==> src/rtl/stage_regfile_pkg.sv <==
// -----------------------------------------------------------------------------
// stage_regfile_pkg
// Shared definitions for the integer register file: bus widths, the constant
// encodings used by the decode and write-back stages, and the sweep FSM states.
// No ports (package).
// -----------------------------------------------------------------------------
package stage_regfile_pkg;

  // Data and address bus widths.
  localparam int REG_BUS_W  = 32;
  localparam int REG_ADDR_W = 5;

  localparam logic [REG_BUS_W-1:0]  ZERO_WORD     = '0;
  localparam logic [REG_ADDR_W-1:0] ZERO_REG_ADDR = '0;

  // Enable encodings shared with the decode and write-back stages.
  localparam logic WRITE_ENABLE  = 1'b1;
  localparam logic WRITE_DISABLE = 1'b0;
  localparam logic READ_ENABLE   = 1'b1;
  localparam logic READ_DISABLE  = 1'b0;
  localparam logic RST_ENABLE    = 1'b1;

  // INIT: post-reset zeroing sweep in progress. RUN: normal operation.
  typedef enum logic {
    REGFILE_ST_INIT = 1'b0,
    REGFILE_ST_RUN  = 1'b1
  } regfile_state_e;

endpackage : stage_regfile_pkg

==> src/rtl/stage_regfile.sv <==
// -----------------------------------------------------------------------------
// stage_regfile
// Integer register file x0..x31 with two combinational read ports for decode
// and one clocked write port for write-back. x0 is hardwired to zero and never
// stored. The storage array has no reset; after every reset a sweep zeroes
// x[INIT_FIRST]..x[NUM_REGS-1], one entry per cycle, so the array can map onto
// distributed LUT-RAM with a single write port.
//
// Ports:
//   clk          in   1   rising-edge clock
//   rst          in   1   synchronous, active-high reset
//   we_i         in   1   write enable from write-back
//   waddr_i      in   5   write address
//   wdata_i      in   32  write data
//   re1_i        in   1   read-port-1 enable
//   raddr1_i     in   5   read-port-1 address
//   rdata1_o     out  32  read-port-1 data
//   re2_i        in   1   read-port-2 enable
//   raddr2_i     in   5   read-port-2 address
//   rdata2_o     out  32  read-port-2 data
//   init_done_o  out  1   1 = sweep complete, file usable
//
// Configuration macro: REGFILE_WRITE_BYPASS_EN
//   defined   -> a read of the address being written in the same cycle returns
//                wdata_i (write-first), so decode needs no forwarding path.
//   undefined -> the read returns the stored value; new data appears the next
//                cycle and decode must forward from write-back itself.
// -----------------------------------------------------------------------------
module stage_regfile
  import stage_regfile_pkg::*;
#(
  parameter int NUM_REGS   = 32,
  parameter int INIT_FIRST = 1
) (
  input  logic                  clk,
  input  logic                  rst,
  input  logic                  we_i,
  input  logic [REG_ADDR_W-1:0] waddr_i,
  input  logic [REG_BUS_W-1:0]  wdata_i,
  input  logic                  re1_i,
  input  logic [REG_ADDR_W-1:0] raddr1_i,
  output logic [REG_BUS_W-1:0]  rdata1_o,
  input  logic                  re2_i,
  input  logic [REG_ADDR_W-1:0] raddr2_i,
  output logic [REG_BUS_W-1:0]  rdata2_o,
  output logic                  init_done_o
);

  localparam int               CNT_W     = $clog2(NUM_REGS);
  localparam logic [CNT_W-1:0] FIRST_IDX = CNT_W'(INIT_FIRST);
  localparam logic [CNT_W-1:0] LAST_IDX  = CNT_W'(NUM_REGS - 1);
  localparam int               NUM_PORTS = 2;

  regfile_state_e         state_q, state_d;
  logic [CNT_W-1:0]       sweep_cnt_q, sweep_cnt_d;
  logic                   init_done_q, init_done_d;

  // Storage: deliberately no reset so it infers as distributed RAM.
  logic [REG_BUS_W-1:0]   mem [NUM_REGS];

  logic                   mem_we;
  logic [CNT_W-1:0]       mem_waddr;
  logic [REG_BUS_W-1:0]   mem_wdata;

  logic                   port_re   [NUM_PORTS];
  logic [REG_ADDR_W-1:0]  port_addr [NUM_PORTS];
  logic [REG_BUS_W-1:0]   port_data [NUM_PORTS];

  // ---------------------------------------------------------------------------
  // Control state register.
  // ---------------------------------------------------------------------------
  always_ff @(posedge clk) begin
    if (rst == RST_ENABLE) begin
      state_q     <= REGFILE_ST_INIT;
      sweep_cnt_q <= FIRST_IDX;
      init_done_q <= 1'b0;
    end else begin
      state_q     <= state_d;
      sweep_cnt_q <= sweep_cnt_d;
      init_done_q <= init_done_d;
    end
  end

  // ---------------------------------------------------------------------------
  // Sweep FSM next state. The counter holds at LAST_IDX rather than wrapping,
  // so the sweep can never reach x0.
  // ---------------------------------------------------------------------------
  always_comb begin
    state_d     = state_q;
    sweep_cnt_d = sweep_cnt_q;
    init_done_d = init_done_q;
    case (state_q)
      REGFILE_ST_INIT: begin
        if (sweep_cnt_q == LAST_IDX) begin
          state_d     = REGFILE_ST_RUN;
          init_done_d = 1'b1;
        end else begin
          sweep_cnt_d = sweep_cnt_q + 1'b1;
        end
      end
      REGFILE_ST_RUN: begin
        state_d = REGFILE_ST_RUN;
      end
      default: begin
        state_d = REGFILE_ST_INIT;
      end
    endcase
  end

  // ---------------------------------------------------------------------------
  // Single write port shared by the sweep and write-back. Nothing is written
  // while rst is high, so a write coinciding with reset is dropped.
  // ---------------------------------------------------------------------------
  always_comb begin
    mem_we    = 1'b0;
    mem_waddr = '0;
    mem_wdata = ZERO_WORD;
    if (rst != RST_ENABLE) begin
      if (state_q == REGFILE_ST_INIT) begin
        mem_we    = 1'b1;
        mem_waddr = sweep_cnt_q;
        mem_wdata = ZERO_WORD;
      end else if ((we_i == WRITE_ENABLE) && (waddr_i != ZERO_REG_ADDR)) begin
        mem_we    = 1'b1;
        mem_waddr = CNT_W'(waddr_i);
        mem_wdata = wdata_i;
      end
    end
  end

  always_ff @(posedge clk) begin
    if (mem_we) begin
      mem[mem_waddr] <= mem_wdata;
    end
  end

  // ---------------------------------------------------------------------------
  // Read ports, identical logic for both.
  // ---------------------------------------------------------------------------
  assign port_re[0]   = re1_i;
  assign port_addr[0] = raddr1_i;
  assign port_re[1]   = re2_i;
  assign port_addr[1] = raddr2_i;

  always_comb begin
    for (int p = 0; p < NUM_PORTS; p++) begin
      port_data[p] = ZERO_WORD;
      if ((rst == RST_ENABLE) || (state_q != REGFILE_ST_RUN)) begin
        port_data[p] = ZERO_WORD;
      end else if (port_re[p] != READ_ENABLE) begin
        port_data[p] = ZERO_WORD;
      end else if (port_addr[p] == ZERO_REG_ADDR) begin
        port_data[p] = ZERO_WORD;
      end
`ifdef REGFILE_WRITE_BYPASS_EN
      else if ((we_i == WRITE_ENABLE) && (waddr_i != ZERO_REG_ADDR) &&
               (waddr_i == port_addr[p])) begin
        port_data[p] = wdata_i;
      end
`endif
      else begin
        port_data[p] = mem[CNT_W'(port_addr[p])];
      end
    end
  end

  assign rdata1_o    = port_data[0];
  assign rdata2_o    = port_data[1];
  assign init_done_o = init_done_q;

endmodule : stage_regfile
==> config.mk <==
export PLATFORM = sky130hd
export DESIGN_NAME = stage_regfile
export DESIGN_NICKNAME = d
export VERILOG_FILES = /design/src/rtl/stage_regfile_pkg.sv /design/src/rtl/stage_regfile.sv
export SDC_FILE = /design/constraint.sdc
export NUM_CORES = 1
export LEC_CHECK = 0
export CORE_MARGIN = 1.5
export CORE_UTILIZATION = 41
export CTS_CLUSTER_SIZE = 12
export DETAILED_ROUTE_END_ITERATION = 6
export GPL_TIMING_DRIVEN = 0
export MAX_ROUTING_LAYER = met4
export PLACE_DENSITY = 0.63
export SLEW_MARGIN = 20
export SYNTH_ARGS = -nofsm -noshare
export SYNTH_HDL_FRONTEND = slang
export SYNTH_SLANG_ARGS = --single-unit
==> constraint.sdc <==
create_clock -name clk -period 8.84 [get_ports clk]
set_input_delay 2.21 -clock clk [delete_from_list [all_inputs] [get_ports clk]]
set_output_delay 2.21 -clock clk [all_outputs]
set_load 0.02 [all_outputs]
==> flow_summary_export.csv, run 1 <==
group,metric,value,unit
run_status,status,"finished clean",
sta,fin_crit_sh,98.1,%
synthesis,synth_area_per_cell,17.9,µm²
clocking,htree_levels,3,
floorplanning,die-area,0.122,mm²
setup_path,cp.depth,9,
synthesis,synthCells,2745,
setup_path,r2r_slack,4.80,ns
synthesis,synthArstFlopShare,0,%
setup_path,crit_required,6.63,ns
synthesis,yosysWarningCount,0,
detailed_routing,wl_per_cell,35.4,µm
detailed_routing,ant_nets,0,
setup_path,arrival,6.46,ns
clocking,clk_pin_slew,0.06,ns
sta,rsz0062_at_grt,"false",
synthesis,yosys_most_used_dff,"edfxtp_1",
detailed_routing,vias,30200,
synthesis,yosysMostFrequentCell,"edfxtp_1",
layout,final_nets,3070,
detailed_routing,drt-total-wl,166000,µm
floorplanning,core_area,0.118,mm²
clocking,clk_latency,0.70,ns
setup_path,timing.rr.end,"mem[16][23]$_DFFE_PP_",
synthesis,seq_area_frac_synth,63.0,%
synthesis,yosysUniqueCellTypes,46,
synthesis,yosys.area.top_type_share,62.7,%
floorplanning,ioPinCount,117,
job,cap_violations,0,
floorplanning,die_w,349,µm
placed_design,gp_congestion,0.987,
setup_path,path_cells,"clkdlybuf4s50_1 -> clkbuf_1 -> nand4b_1 -> buf_4 -> nor2_1 -> clkbuf_1 -> a21oi_1 -> o211ai_1 -> clkdlybuf4s50_1",
grt,grt_usage,28.0,%
setup_path,cp_num_buf_inv,5,
pwr,powerDensity,183,mW/mm²
grt,grt.overflow.total,0,
setup_path,path_class,"primary input to output pin",
detailed_routing,drc,0,
setup_path,worstPathMaxFanout,10,
grt,grt_pass1_wl,231000,µm
placed_design,port-buffer-count,113,
layout,post-route-util,48.0,%
setup_path,r2r-start,"state_q$_SDFF_PP0_",
layout,area_growth,15.8,%
sta,fmax,115,MHz
floorplanning,die_h,349,µm
floorplanning,rows,126,
min_path,min_path_type,"flip-flop to flip-flop",
setup_path,worstSetupEndpointType,"output pin",
sta,setup_viol,0,
placed_design,place_area,0.0535,mm²
synthesis,synth_edf_count,1024,
grt,grt_max_degree,33,
setup_path,crit_path_start,"rst",
setup_path,cp_top_family,"buffers and inverters",
clocking,cts_made_buffers,107,
sta,slew-limit-headroom,23.8,%
pwr,finalPower,10.4,mW
synthesis,syn-cell-area,0.0490,mm²
setup_path,slowest_stage,"o211ai_1",
sta,finalHoldViolations,0,
clocking,cts_sinks,1031,
setup_path,crit_path_end,"rdata1_o[17]",
floorplanning,start_util,41.4,%
placed_design,hpwl,118000,µm
pwr,peakVddDrop,148,µV
grt,antenna_found_initial,3,
sta,finalMaxSlewViolations,0,
grt,grt_pass1_vias,30800,
setup_path,max_stage_delay,0.78,ns
detailed_routing,viasPerCell,6.43,
clocking,cts.path.max_buffers,3,
detailed_routing,drt_iter0_markers,4379,
pwr,cellLeakagePower,16.7,nW
synthesis,synth_largest_area_cell,"edfxtp_1",
clocking,cts_tree,"done",
synthesis,ys_ff_latch,1031,
layout,final_area,0.0568,mm²
setup_path,start_kind,"primary input",
synthesis,yosys-top-cells-count,"edfxtp_1, mux4_2, mux2i_1",
layout,drive_above_1_share,28.7,%
setup_path,reg2reg_depth,7,
sta,worstMarginPinSlew,1.14,ns
sta,fin_skew,0.0268,ns
synthesis,ys_top_cells_by_area,"edfxtp_1, mux4_2, mux2i_1",
synthesis,synth_fp_nets,2799,
clocking,cts-root-buf,"clkbuf_16",
clocking,hold_buffers,0,
detailed_routing,dr.pass1.iters,6,
sta,period_needed,8.67,ns
-- per-layer routing --
metal	global-route usage [%]	part of all wire [%]	vias up
li1	-	-	12000
met1	37.0	39	16000
met2	41.3	45	1907
met3	6.30	11	354
met4	12.6	5.0	0
met5	-	0	-
-- per-stage QoR --
step	TNS [ns]	hold WS, ns	setup WS (ns)	cells
2_1_floorplan	0	0.493	2.93	2745
3_3_place_gp	-1.97	0.493	-0.440	4458
3_5_place_dp	-3.29	0.478	-0.509	4502
4_1_cts	0	0.496	0.0800	4694
5_1_grt	0	0.525	0.125	4696
6_report	0	0.488	0.167	4696
-- final cells by class --
type	count	area, µm²
inverter	7	26.3
fill	9834	61600
timing repair buffer	162	2190
buffer	215	1130
sequential	1031	30900
tap	1600	2000
antenna	1	2.50
multi-input combinational	1492	17300
clock inverter	44	339
clock buffer	144	2920
-- worst min-delay path, cell delays in order (launching register included) --
cell and delay [ns]:
dfxtp_1 0.33, a21oi_1 0.04, nor2_1 0.08
-- power breakdown --
group	internal, mW	switching (mW)
logic	0.297	0.405
clock network	2.42	1.91
registers	5.34	0.0185
total	8.05	2.33
-- worst min-delay path by stage --
| stage | startpoint | to | slack [ns] | cells after the start |
|---|---|---|---|---|
| floorplan | sweep_cnt_q[1]$_SDFFE_PP0P_ | sweep_cnt_q[1]$_SDFFE_PP0P_ | 0.49 | 2 |
| global placement | init_done_o$_SDFFE_PP0P_ | init_done_o$_SDFFE_PP0P_ | 0.49 | 2 |
| CTS | init_done_o$_SDFFE_PP0P_ | init_done_o$_SDFFE_PP0P_ | 0.50 | 2 |
| detailed placement | init_done_o$_SDFFE_PP0P_ | init_done_o$_SDFFE_PP0P_ | 0.48 | 2 |
| finish | init_done_o$_SDFFE_PP0P_ | init_done_o$_SDFFE_PP0P_ | 0.49 | 2 |
| global route | init_done_o$_SDFFE_PP0P_ | init_done_o$_SDFFE_PP0P_ | 0.53 | 2 |
-- cells in the final DEF (no fill, tap or decap), types with 36 or more instances in the layout --
master / n
a221oi_1: 62
buf_4: 36
mux4_2: 381
o21ai_0: 40
a22oi_1: 62
clkdlybuf4s50_1: 112
and2_1: 59
mux2_2: 120
a21oi_1: 70
mux2i_1: 267
o211ai_1: 62
nor2_1: 67
clkbuf_16: 110
edfxtp_1: 1024
clkbuf_1: 107
nor3b_1: 66
buf_2: 81
nand2_1: 71
-- flip-flops by register name (all words and copies together), names as in the netlist --
name         cells
init_done_o      1
mem           1024
state_q          1
sweep_cnt_q      5
-- kinds of logic (layout without fill, tap and decap cells) --
logic type                 Yosys count  in the layout  synth area share, %
muxes                              768            768                 25.7
buffers and inverters              222            572                 2.35
and+or+nand+nor                    370            370                 4.07
xor gates and xnor gates             3              3               0.0536
other                                0              1                    0
AOI/OAI and AO/OA                  349            349                 4.77
DFF                               1031           1031                 63.0
adders and majority gates            2              2               0.0510
-- repair_timing --
action,CTS,global route
setup buffers,4,0
setup endpoints to repair,30,2
pin swaps,0,1
resized for setup,0,8
Note: power is estimated with default switching activity, not from simulation.
==> run 2, diff against run 1 <==
--- a/config.mk
+++ b/config.mk
@@ -5,11 +5,14 @@
 export SDC_FILE = /design/constraint.sdc
 export NUM_CORES = 1
 export LEC_CHECK = 0
+export ABC_CLOCK_PERIOD_IN_PS = 8840
 export CORE_MARGIN = 1.5
 export CORE_UTILIZATION = 41
 export CTS_CLUSTER_SIZE = 12
 export DETAILED_ROUTE_END_ITERATION = 6
+export GPL_ROUTABILITY_DRIVEN = 0
 export GPL_TIMING_DRIVEN = 0
+export HOLD_SLACK_MARGIN = 0.08
 export MAX_ROUTING_LAYER = met4
 export PLACE_DENSITY = 0.63
 export SLEW_MARGIN = 20
==> run 2 against run 1 <==
Compared with the run above:
- the flow now finishes with violations (DRC)
- first-iteration DRC count is 0.87% higher
- total power is essentially flat
- sequential cell count is the same
- count of clock-buffer cells in the layout shrank 6
- largest cell class unchanged
- highest routed layer unchanged
==> flow_summary_export.csv, run 2 (synthesized netlist as in run 1, its figures left out) <==
group,metric,value,unit
floorplanning,rows,126,
placed_design,hpwl,116000,µm
grt,grt_usage,27.5,%
clocking,htree_levels,3,
sta,rsz0062_at_grt,"false",
setup_path,worstPathMaxFanout,10,
placed_design,port-buffer-count,113,
clocking,cts_setup_buffers,4,
setup_path,cp_num_buf_inv,5,
pwr,cellLeakagePower,16.6,nW
sta,fmax,115,MHz
layout,top_register,"mem",
grt,grt_pass1_wl,229000,µm
setup_path,crit_required,6.63,ns
setup_path,timing.rr.end,"mem[28][23]$_DFFE_PP_",
sta,fin_skew,0.0263,ns
floorplanning,die-area,0.122,mm²
detailed_routing,viasPerCell,6.51,
pwr,seqPwrFrac,51.5,%
run_status,status,"finished with violations",
pwr,sw_frac_of_total,22.3,%
layout,final_cell_mix,"edfxtp_1, mux4_2, mux2i_1",
min_path,hold_path.startpoint,"init_done_o$_SDFFE_PP0P_",
detailed_routing,ant_nets,0,
clocking,cts.path.max_buffers,3,
setup_path,r2r_slack,4.80,ns
setup_path,arrival,6.47,ns
clocking,cts_sinks,1031,
floorplanning,core_area,0.118,mm²
sta,slew-limit-headroom,23.6,%
setup_path,r2r-start,"state_q$_SDFF_PP0_",
clocking,hold_buffers,0,
sta,setup_viol,0,
layout,drive_above_1_share,28.4,%
layout,final_nets,3066,
sta,worstMarginPinSlew,1.15,ns
setup_path,reg2reg_depth,7,
clocking,clk_latency,0.70,ns
pwr,clkPwrFrac,41.7,%
detailed_routing,wl_per_cell,34.6,µm
grt,grt.overflow.total,0,
clocking,cts-root-buf,"clkbuf_16",
clocking,cts_resized,0,
pwr,combPwrFrac,6.7,%
floorplanning,die_h,349,µm
detailed_routing,vias,30500,
min_path,min_path_type,"flip-flop to flip-flop",
sta,hold_slack,0.483,ns
setup_path,start_kind,"primary input",
setup_path,max_stage_delay,0.75,ns
run_status,violations,"DRC",
pwr,power.switching,2.31,mW
setup_path,path_cells,"clkdlybuf4s50_1 -> clkbuf_1 -> nand4b_1 -> buf_4 -> nor2_1 -> clkbuf_1 -> a21oi_1 -> o211ai_1 -> clkdlybuf4s50_1",
grt,grt_max_degree,33,
detailed_routing,drt_iter0_markers,4417,
floorplanning,die_w,349,µm
min_path,holdPathEnd,"init_done_o$_SDFFE_PP0P_",
detailed_routing,drc,1,
clocking,cts_made_buffers,108,
min_path,min_path_cells,2,
setup_path,slowest_stage,"clkdlybuf4s50_1",
layout,largest_register_ffs,1024,
sta,final.setup.tns,0,ns
layout,post-route-util,47.8,%
grt,antenna_found_initial,4,
sta,period_needed,8.68,ns
layout,final_common_cell,"edfxtp_1",
grt,grt_pass1_vias,31200,
setup_path,worstSetupEndpointType,"output pin",
sta,fin_crit_sh,98.2,%
pwr,powerDensity,184,mW/mm²
floorplanning,ioPinCount,117,
detailed_routing,dr.pass1.iters,7,
job,cap_violations,0,
sta,finalHoldViolations,0,
setup_path,path_class,"primary input to output pin",
detailed_routing,drt-total-wl,163000,µm
floorplanning,start_util,41.4,%
layout,area_growth,15.4,%
setup_path,cp_top_family,"buffers and inverters",
clocking,cts_tree,"done",
clocking,clk_pin_slew,0.05,ns
pwr,p_int,8.08,mW
layout,reg_top3,"mem: 1024 flops, sweep_cnt_q: 5 flops",
sta,finalMaxSlewViolations,0,
pwr,peakVddDrop,172,µV
run 2: cell types whose count changed in the layout (fill, tap and decap cells not counted), sizes merged:
cell / delta
clkinv: -1
clkinvlp: -1
clkbuf: -7
clkdlybuf4s50: +1
buf: -4
dlymetal6s2s: -1
bufinv: +3
diode: +3
inv: +2
run 2: stage by stage:
stage          worst slack, ns  area [µm²]  total power, mW  cells
2_1_floorplan             2.93       49000             5.90   2745
3_3_place_gp            -0.126       52200             6.12   4458
3_5_place_dp            -0.275       53300             6.15   4498
4_1_cts                  0.327       56600             10.4   4687
5_1_grt                 0.0823       56600             10.6   4688
6_report                 0.159       56600             10.4   4691
run 2: worst max path at each step:
stage	slack, ns	startpoint	cells past startpoint	endpoint
floorplan	2.93	raddr2_i[0]	6	rdata2_o[0]
global placement	-0.13	rst	8	rdata2_o[2]
detailed placement	-0.28	rst	8	rdata2_o[2]
CTS	0.33	raddr2_i[2]	9	rdata2_o[2]
global route	0.08	raddr2_i[2]	9	rdata2_o[2]
finish	0.16	rst	9	rdata2_o[2]
run 2: per-layer routing:
layer  routed length (µm)  share of wire, %  global-route usage, %  vias to the layer above
met5                    0                 0                      -                        -
met2                72800                45                   40.7                     2077
li1                     -                 -                      -                    12000
met1                62600                38                   36.7                    16100
met4                 8740               5.4                   12.3                        0
met3                18400                11                   5.66                      400
run 2: power groups by stage:
stage               registers [mW]  logic [mW]  clock network (mW)
floorplan                     5.45       0.443                   0
global placement              5.46       0.662                   0
detailed placement            5.46       0.690                   0
CTS                           5.36       0.692                4.35
global route                  5.36       0.725                4.54
finish                        5.36       0.698                4.34
run 2: layout make-up:
class                   instances  area, µm²
fillers                      9834      61800
flip-flops and latches       1031      30900
multi-input cells            1492      17300
clock buffers                 138       2840
repair buffers                157       2000
well taps                    1600       2000
plain buffers                 215       1130
clock inverters                47        399
inverters                       7       26.3
diodes                          4       10.0
run 2: tightest hold or removal path, delay by kind of cell (launching register included):
kind / cells / cell delay, ns
flops: 1 / 0.33
compound gates: 1 / 0.04
simple gates: 1 / 0.07
